[config.mk]
export PLATFORM = sky130hd
export DESIGN_NAME = calc_entry_ctrl
export DESIGN_NICKNAME = d
export VERILOG_FILES = /design/src/rtl/calc_entry_ctrl.sv
export SDC_FILE = /design/constraint.sdc
export NUM_CORES = 1
export LEC_CHECK = 0
export ABC_AREA = 1
export CAP_MARGIN = 30
export CORE_UTILIZATION = 30
export DETAILED_ROUTE_END_ITERATION = 8
export PLACE_DENSITY = 0.49
export SLEW_MARGIN = 10
export SYNTH_ARGS = -nofsm -noshare
export SYNTH_HDL_FRONTEND = slang
export SYNTH_SLANG_ARGS = --single-unit
[constraint.sdc]
create_clock -name clk -period 1.7 [get_ports clk]
set_input_delay 0.255 -clock clk [delete_from_list [all_inputs] [get_ports clk]]
set_output_delay 0.255 -clock clk [all_outputs]
set_load 0.005 [all_outputs]
[src/rtl/calc_entry_ctrl.sv]
// Operand-entry sequencer for the 6-bit signed add/subtract ALU: debounced enter/clear buttons,
// operand/operator capture and result latching. Define CALC_CHAIN_EN to chain results into operand 1.
module calc_entry_ctrl #(
  parameter int unsigned DEBOUNCE_CYCLES = 500000
) (
  input  logic       clk,
  input  logic       rst_n,
  input  logic [5:0] sw_value,
  input  logic       sw_op,
  input  logic       btn_enter,
  input  logic       btn_clear,
  input  logic [5:0] alu_result,
  output logic [5:0] operand1,
  output logic [5:0] operand2,
  output logic       operator_select,
  output logic [5:0] result,
  output logic       result_valid,
  output logic       overflow,
  output logic [2:0] state_o
);

  localparam int unsigned CNT_W = (DEBOUNCE_CYCLES > 1) ? $clog2(DEBOUNCE_CYCLES) : 1;
  localparam logic [CNT_W-1:0] CNT_MAX = CNT_W'(DEBOUNCE_CYCLES - 1);

  typedef enum logic [2:0] {
    S_A    = 3'd0,
    S_B    = 3'd1,
    S_OP   = 3'd2,
    S_EXEC = 3'd3,
    S_SHOW = 3'd4
  } state_e;

  // Signed overflow from operand and result sign bits; op 1 = add, 0 = subtract.
  function automatic logic calc_ovf(input logic [5:0] a, input logic [5:0] b,
                                    input logic add, input logic [5:0] r);
    logic same_sign;
    same_sign = (a[5] == b[5]);
    if (add) begin
      calc_ovf = same_sign && (r[5] != a[5]);
    end else begin
      calc_ovf = !same_sign && (r[5] != a[5]);
    end
  endfunction

  logic             enter_meta_q, enter_sync_q, enter_db_q, enter_db_prev_q;
  logic             enter_meta_d, enter_sync_d, enter_db_d, enter_db_prev_d;
  logic [CNT_W-1:0] enter_cnt_q, enter_cnt_d;
  logic             clear_meta_q, clear_sync_q, clear_db_q, clear_db_prev_q;
  logic             clear_meta_d, clear_sync_d, clear_db_d, clear_db_prev_d;
  logic [CNT_W-1:0] clear_cnt_q, clear_cnt_d;
  logic             enter_press_s, clear_press_s;

  state_e     state_q, state_d;
  logic [5:0] operand1_q, operand1_d;
  logic [5:0] operand2_q, operand2_d;
  logic       operator_select_q, operator_select_d;
  logic [5:0] result_q, result_d;
  logic       result_valid_q, result_valid_d;
  logic       overflow_q, overflow_d;

  // Synchroniser and debounce next-state for the enter button.
  always_comb begin
    enter_meta_d    = btn_enter;
    enter_sync_d    = enter_meta_q;
    enter_db_d      = enter_db_q;
    enter_cnt_d     = enter_cnt_q;
    enter_db_prev_d = enter_db_q;
    if (enter_sync_q != enter_db_q) begin
      if (enter_cnt_q == CNT_MAX) begin
        enter_db_d  = enter_sync_q;
        enter_cnt_d = {CNT_W{1'b0}};
      end else begin
        enter_cnt_d = enter_cnt_q + {{(CNT_W-1){1'b0}}, 1'b1};
      end
    end else begin
      enter_cnt_d = {CNT_W{1'b0}};
    end
  end

  // Synchroniser and debounce next-state for the clear button.
  always_comb begin
    clear_meta_d    = btn_clear;
    clear_sync_d    = clear_meta_q;
    clear_db_d      = clear_db_q;
    clear_cnt_d     = clear_cnt_q;
    clear_db_prev_d = clear_db_q;
    if (clear_sync_q != clear_db_q) begin
      if (clear_cnt_q == CNT_MAX) begin
        clear_db_d  = clear_sync_q;
        clear_cnt_d = {CNT_W{1'b0}};
      end else begin
        clear_cnt_d = clear_cnt_q + {{(CNT_W-1){1'b0}}, 1'b1};
      end
    end else begin
      clear_cnt_d = {CNT_W{1'b0}};
    end
  end

  assign enter_press_s = enter_db_q & ~enter_db_prev_q;
  assign clear_press_s = clear_db_q & ~clear_db_prev_q;

  // Button synchroniser, debounce and edge-detect registers.
  always_ff @(posedge clk or negedge rst_n) begin
    if (!rst_n) begin
      enter_meta_q    <= 1'b0;
      enter_sync_q    <= 1'b0;
      enter_db_q      <= 1'b0;
      enter_db_prev_q <= 1'b0;
      enter_cnt_q     <= {CNT_W{1'b0}};
      clear_meta_q    <= 1'b0;
      clear_sync_q    <= 1'b0;
      clear_db_q      <= 1'b0;
      clear_db_prev_q <= 1'b0;
      clear_cnt_q     <= {CNT_W{1'b0}};
    end else begin
      enter_meta_q    <= enter_meta_d;
      enter_sync_q    <= enter_sync_d;
      enter_db_q      <= enter_db_d;
      enter_db_prev_q <= enter_db_prev_d;
      enter_cnt_q     <= enter_cnt_d;
      clear_meta_q    <= clear_meta_d;
      clear_sync_q    <= clear_sync_d;
      clear_db_q      <= clear_db_d;
      clear_db_prev_q <= clear_db_prev_d;
      clear_cnt_q     <= clear_cnt_d;
    end
  end

  // Entry FSM next-state and datapath register updates; clear overrides enter.
  always_comb begin
    state_d           = state_q;
    operand1_d        = operand1_q;
    operand2_d        = operand2_q;
    operator_select_d = operator_select_q;
    result_d          = result_q;
    result_valid_d    = result_valid_q;
    overflow_d        = overflow_q;
    if (clear_press_s) begin
      state_d           = S_A;
      operand1_d        = 6'd0;
      operand2_d        = 6'd0;
      operator_select_d = 1'b0;
      result_d          = 6'd0;
      result_valid_d    = 1'b0;
      overflow_d        = 1'b0;
    end else begin
      case (state_q)
        S_A: begin
          if (enter_press_s) begin
            operand1_d = sw_value;
            state_d    = S_B;
          end else begin
            state_d = S_A;
          end
        end
        S_B: begin
          if (enter_press_s) begin
            operand2_d = sw_value;
            state_d    = S_OP;
          end else begin
            state_d = S_B;
          end
        end
        S_OP: begin
          if (enter_press_s) begin
            operator_select_d = sw_op;
            state_d           = S_EXEC;
          end else begin
            state_d = S_OP;
          end
        end
        S_EXEC: begin
          result_d       = alu_result;
          result_valid_d = 1'b1;
          overflow_d     = calc_ovf(operand1_q, operand2_q, operator_select_q, alu_result);
          state_d        = S_SHOW;
        end
        S_SHOW: begin
          if (enter_press_s) begin
`ifdef CALC_CHAIN_EN
            operand1_d = result_q;
            state_d    = S_B;
`else
            operand1_d = 6'd0;
            state_d    = S_A;
`endif
            operand2_d        = 6'd0;
            operator_select_d = 1'b0;
            result_valid_d    = 1'b0;
            overflow_d        = 1'b0;
          end else begin
            state_d = S_SHOW;
          end
        end
        default: begin
          state_d = S_A;
        end
      endcase
    end
  end

  // FSM state and output registers.
  always_ff @(posedge clk or negedge rst_n) begin
    if (!rst_n) begin
      state_q           <= S_A;
      operand1_q        <= 6'd0;
      operand2_q        <= 6'd0;
      operator_select_q <= 1'b0;
      result_q          <= 6'd0;
      result_valid_q    <= 1'b0;
      overflow_q        <= 1'b0;
    end else begin
      state_q           <= state_d;
      operand1_q        <= operand1_d;
      operand2_q        <= operand2_d;
      operator_select_q <= operator_select_d;
      result_q          <= result_d;
      result_valid_q    <= result_valid_d;
      overflow_q        <= overflow_d;
    end
  end

  assign operand1        = operand1_q;
  assign operand2        = operand2_q;
  assign operator_select = operator_select_q;
  assign result          = result_q;
  assign result_valid    = result_valid_q;
  assign overflow        = overflow_q;
  assign state_o         = state_q;

endmodule

==> flow_summary.json <==
{
  "worst_slew_margin_rel_pct": 70.6,
  "synth_top_family_by_area": "simple AND/OR/NAND/NOR gates",
  "critPathBufInv": 1,
  "portBuffers": 40,
  "tns_ns": 0,
  "grt_pass1_vias": 2804,
  "final_cell_mix": "nand2_1 (86), nor2_1 (85), dfrtp_1 (70), nand3_1 (42), clkdlybuf4s50_1 (39)",
  "setup_viol": 0,
  "cts_made_buffers": 9,
  "synth_seq_cells": 70,
  "clk_pin_slew_ns": 0.05,
  "synthSimpleGateAreaFrac_pct": 32.3,
  "skew_ns": 0.00575,
  "rsz0062_at_grt": "no",
  "comb_power_share_pct": 3.8,
  "max-vdd-ir-drop_v": 0.000346,
  "grt_use_total_pct": 12.9,
  "drc_errors": 0,
  "swShare_pct": 20.3,
  "cts_tree": "built",
  "synthFlopType": "dfrtp_1",
  "drt_iter0_drc": 135,
  "firstDrtPassIters": 4,
  "numPlacedInstances": 616,
  "crit_type": "flip-flop to primary output",
  "initial_core_util_pct": 30.8,
  "async_reset_ff_share_pct": 100,
  "drt_wl_total_um": 7380,
  "num_rows": 39,
  "vias": 2872,
  "clock_power_share_pct": 50.4,
  "cap_violations": 0,
  "synth_edf_count": 0,
  "arrival_ns": 1.30,
  "grt_pass1_wl_um": 12900,
  "cts.path.max_buffers": 2,
  "h-tree-depth": 3,
  "timing.fmax_mhz": 642,
  "synth-adder-area-share_pct": 0.708,
  "viasPerCell": 4.54,
  "chipWidth_um": 111,
  "seq_power_share_pct": 45.8,
  "syn2layout_area_growth_pct": 26.2,
  "slowest_delay_ns": 0.55,
  "status": "finished clean",
  "finalPower_mw": 3.70,
  "pwr_density_cell_nw_per_um2": 830,
  "crit_family": "buffers and inverters",
  "hpwl_um": 5520,
  "antenna_found_initial": 0,
  "cts_resized": 0,
  "synthCells": 431,
  "drt.antenna.violating_nets": 0,
  "crit_chain": "clkdlybuf4s50_1",
  "crit_required_ns": 1.44,
  "finalCriticalPeriod_ns": 1.56,
  "leakagePower_nw": 1.90,
  "synth_seq_area_share_pct": 49.5,
  "finalCritPeriodShare_pct": 91.6,
  "coreArea_um2": 11500,
  "hold_viol": 0,
  "nFillCells": 1153,
  "synth_compound_area_share_pct": 6.23,
  "dieHeight_um": 111,
  "ys.warnings.count": 0,
  "routabilityCongestion": 0.826,
  "final_common_cell": "nand2_1",
  "syn-num-nets": 450,
  "worstSkewPairLatency_ns": 0.33,
  "drive_above_1_share_pct": 15.1,
  "synth_area_um2": 3540,
  "boundaryPins": 41,
  "synth_cell_types": 31,
  "grt_start_max_net_pins": 31,
  "synth_xor_area_share_pct": 5.63,
  "slew_viol_final": 0,
  "worstMarginPinSlew_ns": 0.441,
  "nNetsFinal": 504,
  "synth.avg_cell_area_um2": 8.20,
  "gr-total-overflow": 0,
  "critPathSlowestCell": "clkdlybuf4s50_1",
  "critPathMaxFanout": 5,
  "final_cell_count_no_fill": 633,
  "start_kind": "flip-flop",
  "wl_per_cell_um": 11.7,
  "crit_path_end_kind": "primary output",
  "p_int_mw": 2.95,
  "cts.sinks": 70,
  "root_buffer": "clkbuf_16",
  "dieArea_um2": 12200,
  "synthMuxAreaShare_pct": 0,
  "hp-class": "flip-flop to flip-flop",
  "power_switching_uw": 750,
  "diodes": 0
}
[through the flow]
stage / setup WS [ns] / utilization (%) / hold WS (ns) / instance area (um2)
after global placement: 0.283 / 36.2 / 0.229 / 4150
after floorplan: 0.400 / - / -0.0406 / 3540
after global routing: 0.0561 / 38.9 / 0.388 / 4460
final: 0.143 / 38.9 / 0.361 / 4460
after detailed placement: 0.214 / 36.2 / 0.220 / 4150
after CTS: 0.139 / 38.9 / 0.361 / 4460
[power by group through the flow]
stage	Clock [mW]	Combinational, mW	Sequential, mW
floorplan	0	0.0474	1.72
global placement	0	0.146	1.72
detailed placement	0	0.144	1.72
CTS	1.91	0.147	1.69
global route	2.00	0.161	1.70
finish	1.87	0.141	1.69
[synth_stat cells, types with 3 or more instances]
cell / n / area share, %
nor2_2: 7 / 1.2
dfrtp_1: 70 / 50
nand3_1: 42 / 5.9
nor3_1: 3 / 0.42
inv_1: 34 / 3.6
nor2_4: 5 / 1.6
inv_2: 12 / 1.3
xnor2_1: 6 / 1.5
nand2_1: 86 / 9.1
a21oi_1: 10 / 1.4
xor2_1: 13 / 3.2
nand2_2: 13 / 2.3
o21ai_1: 14 / 2.0
nor2_1: 85 / 9.0
o21ai_2: 8 / 2.0
[state kept, by name, indices dropped and copies added, names as in the netlist]
register         cells
enter_meta_q         1
clear_db_prev_q      1
clear_sync_q         1
operand2             6
clear_db_prev_d      1
operand1             6
clear_meta_q         1
result               6
result_valid         1
clear_cnt_q         19
enter_sync_q         1
state_o              3
enter_db_prev_q      1
enter_cnt_q         19
overflow             1
operator_select      1
enter_db_prev_d      1
[layout make-up]
type                    count  area (um2)  area share [%]
well taps                 143         179            4.01
multi-input cells         312        1590            35.6
clock buffers              12         256            5.75
repair buffers             46         468            10.5
inverters                  46         173            3.87
flip-flops and latches     70        1750            39.3
clock inverters             4        45.0            1.01
[routing by layer]
metal / vias to the layer above / GRT usage, % / wire [um]
met1: 1330 / 17.1 / 3610
met5: - / 0 / 0
met4: 0 / 6.58 / 151
met3: 12 / 2.58 / 272
li1: 1472 / - / -
met2: 58 / 20.0 / 3340
[path summary, 6_finish.rpt]
| path | end | slack [ns] | startpoint | depth (start not counted) |
|---|---|---|---|---|
| max in group asynchronous | enter_cnt_q[13] | 0.78 | rst_n | 3 |
| min in group asynchronous | operand1[3] | 0.41 | rst_n | 2 |
| worst max register to register | enter_cnt_q[5] | 0.22 | enter_cnt_q[0] | 8 |
| worst max-delay path | state_o[0] | 0.14 | state_o[0] | 1 |
| worst min register to register | enter_sync_q | 0.36 | enter_meta_q | 0 |
| worst min-delay path | enter_sync_q | 0.36 | enter_meta_q | 0 |
[what timing repair did]
action,4_1_cts,5_1_grt
endpoints found under the hold margin,14,0
buffers inserted,0,0
hold buffers,1,0
[worst reg2reg max path, stage by stage (launching register included)]
cell     delay, ns
dfrtp_1       0.36
ha_1          0.19
nand2_1       0.08
nor2_2        0.13
nand2_1       0.08
nor2_1        0.18
nand2_2       0.13
nand2_2       0.14
nor2_1        0.07
[cell families (layout without fill, tap and decap cells)]
group | after synthesis | after routing
adder cells (fa/ha/maj) | 2 | 2
AO/OA/AOI/OAI | 37 | 37
XOR/XNOR | 21 | 21
buffers and inverters | 49 | 108
AND/OR/NAND/NOR | 252 | 252
flip-flops | 70 | 70
No activity file was read; power rests on OpenSTA's default activity.
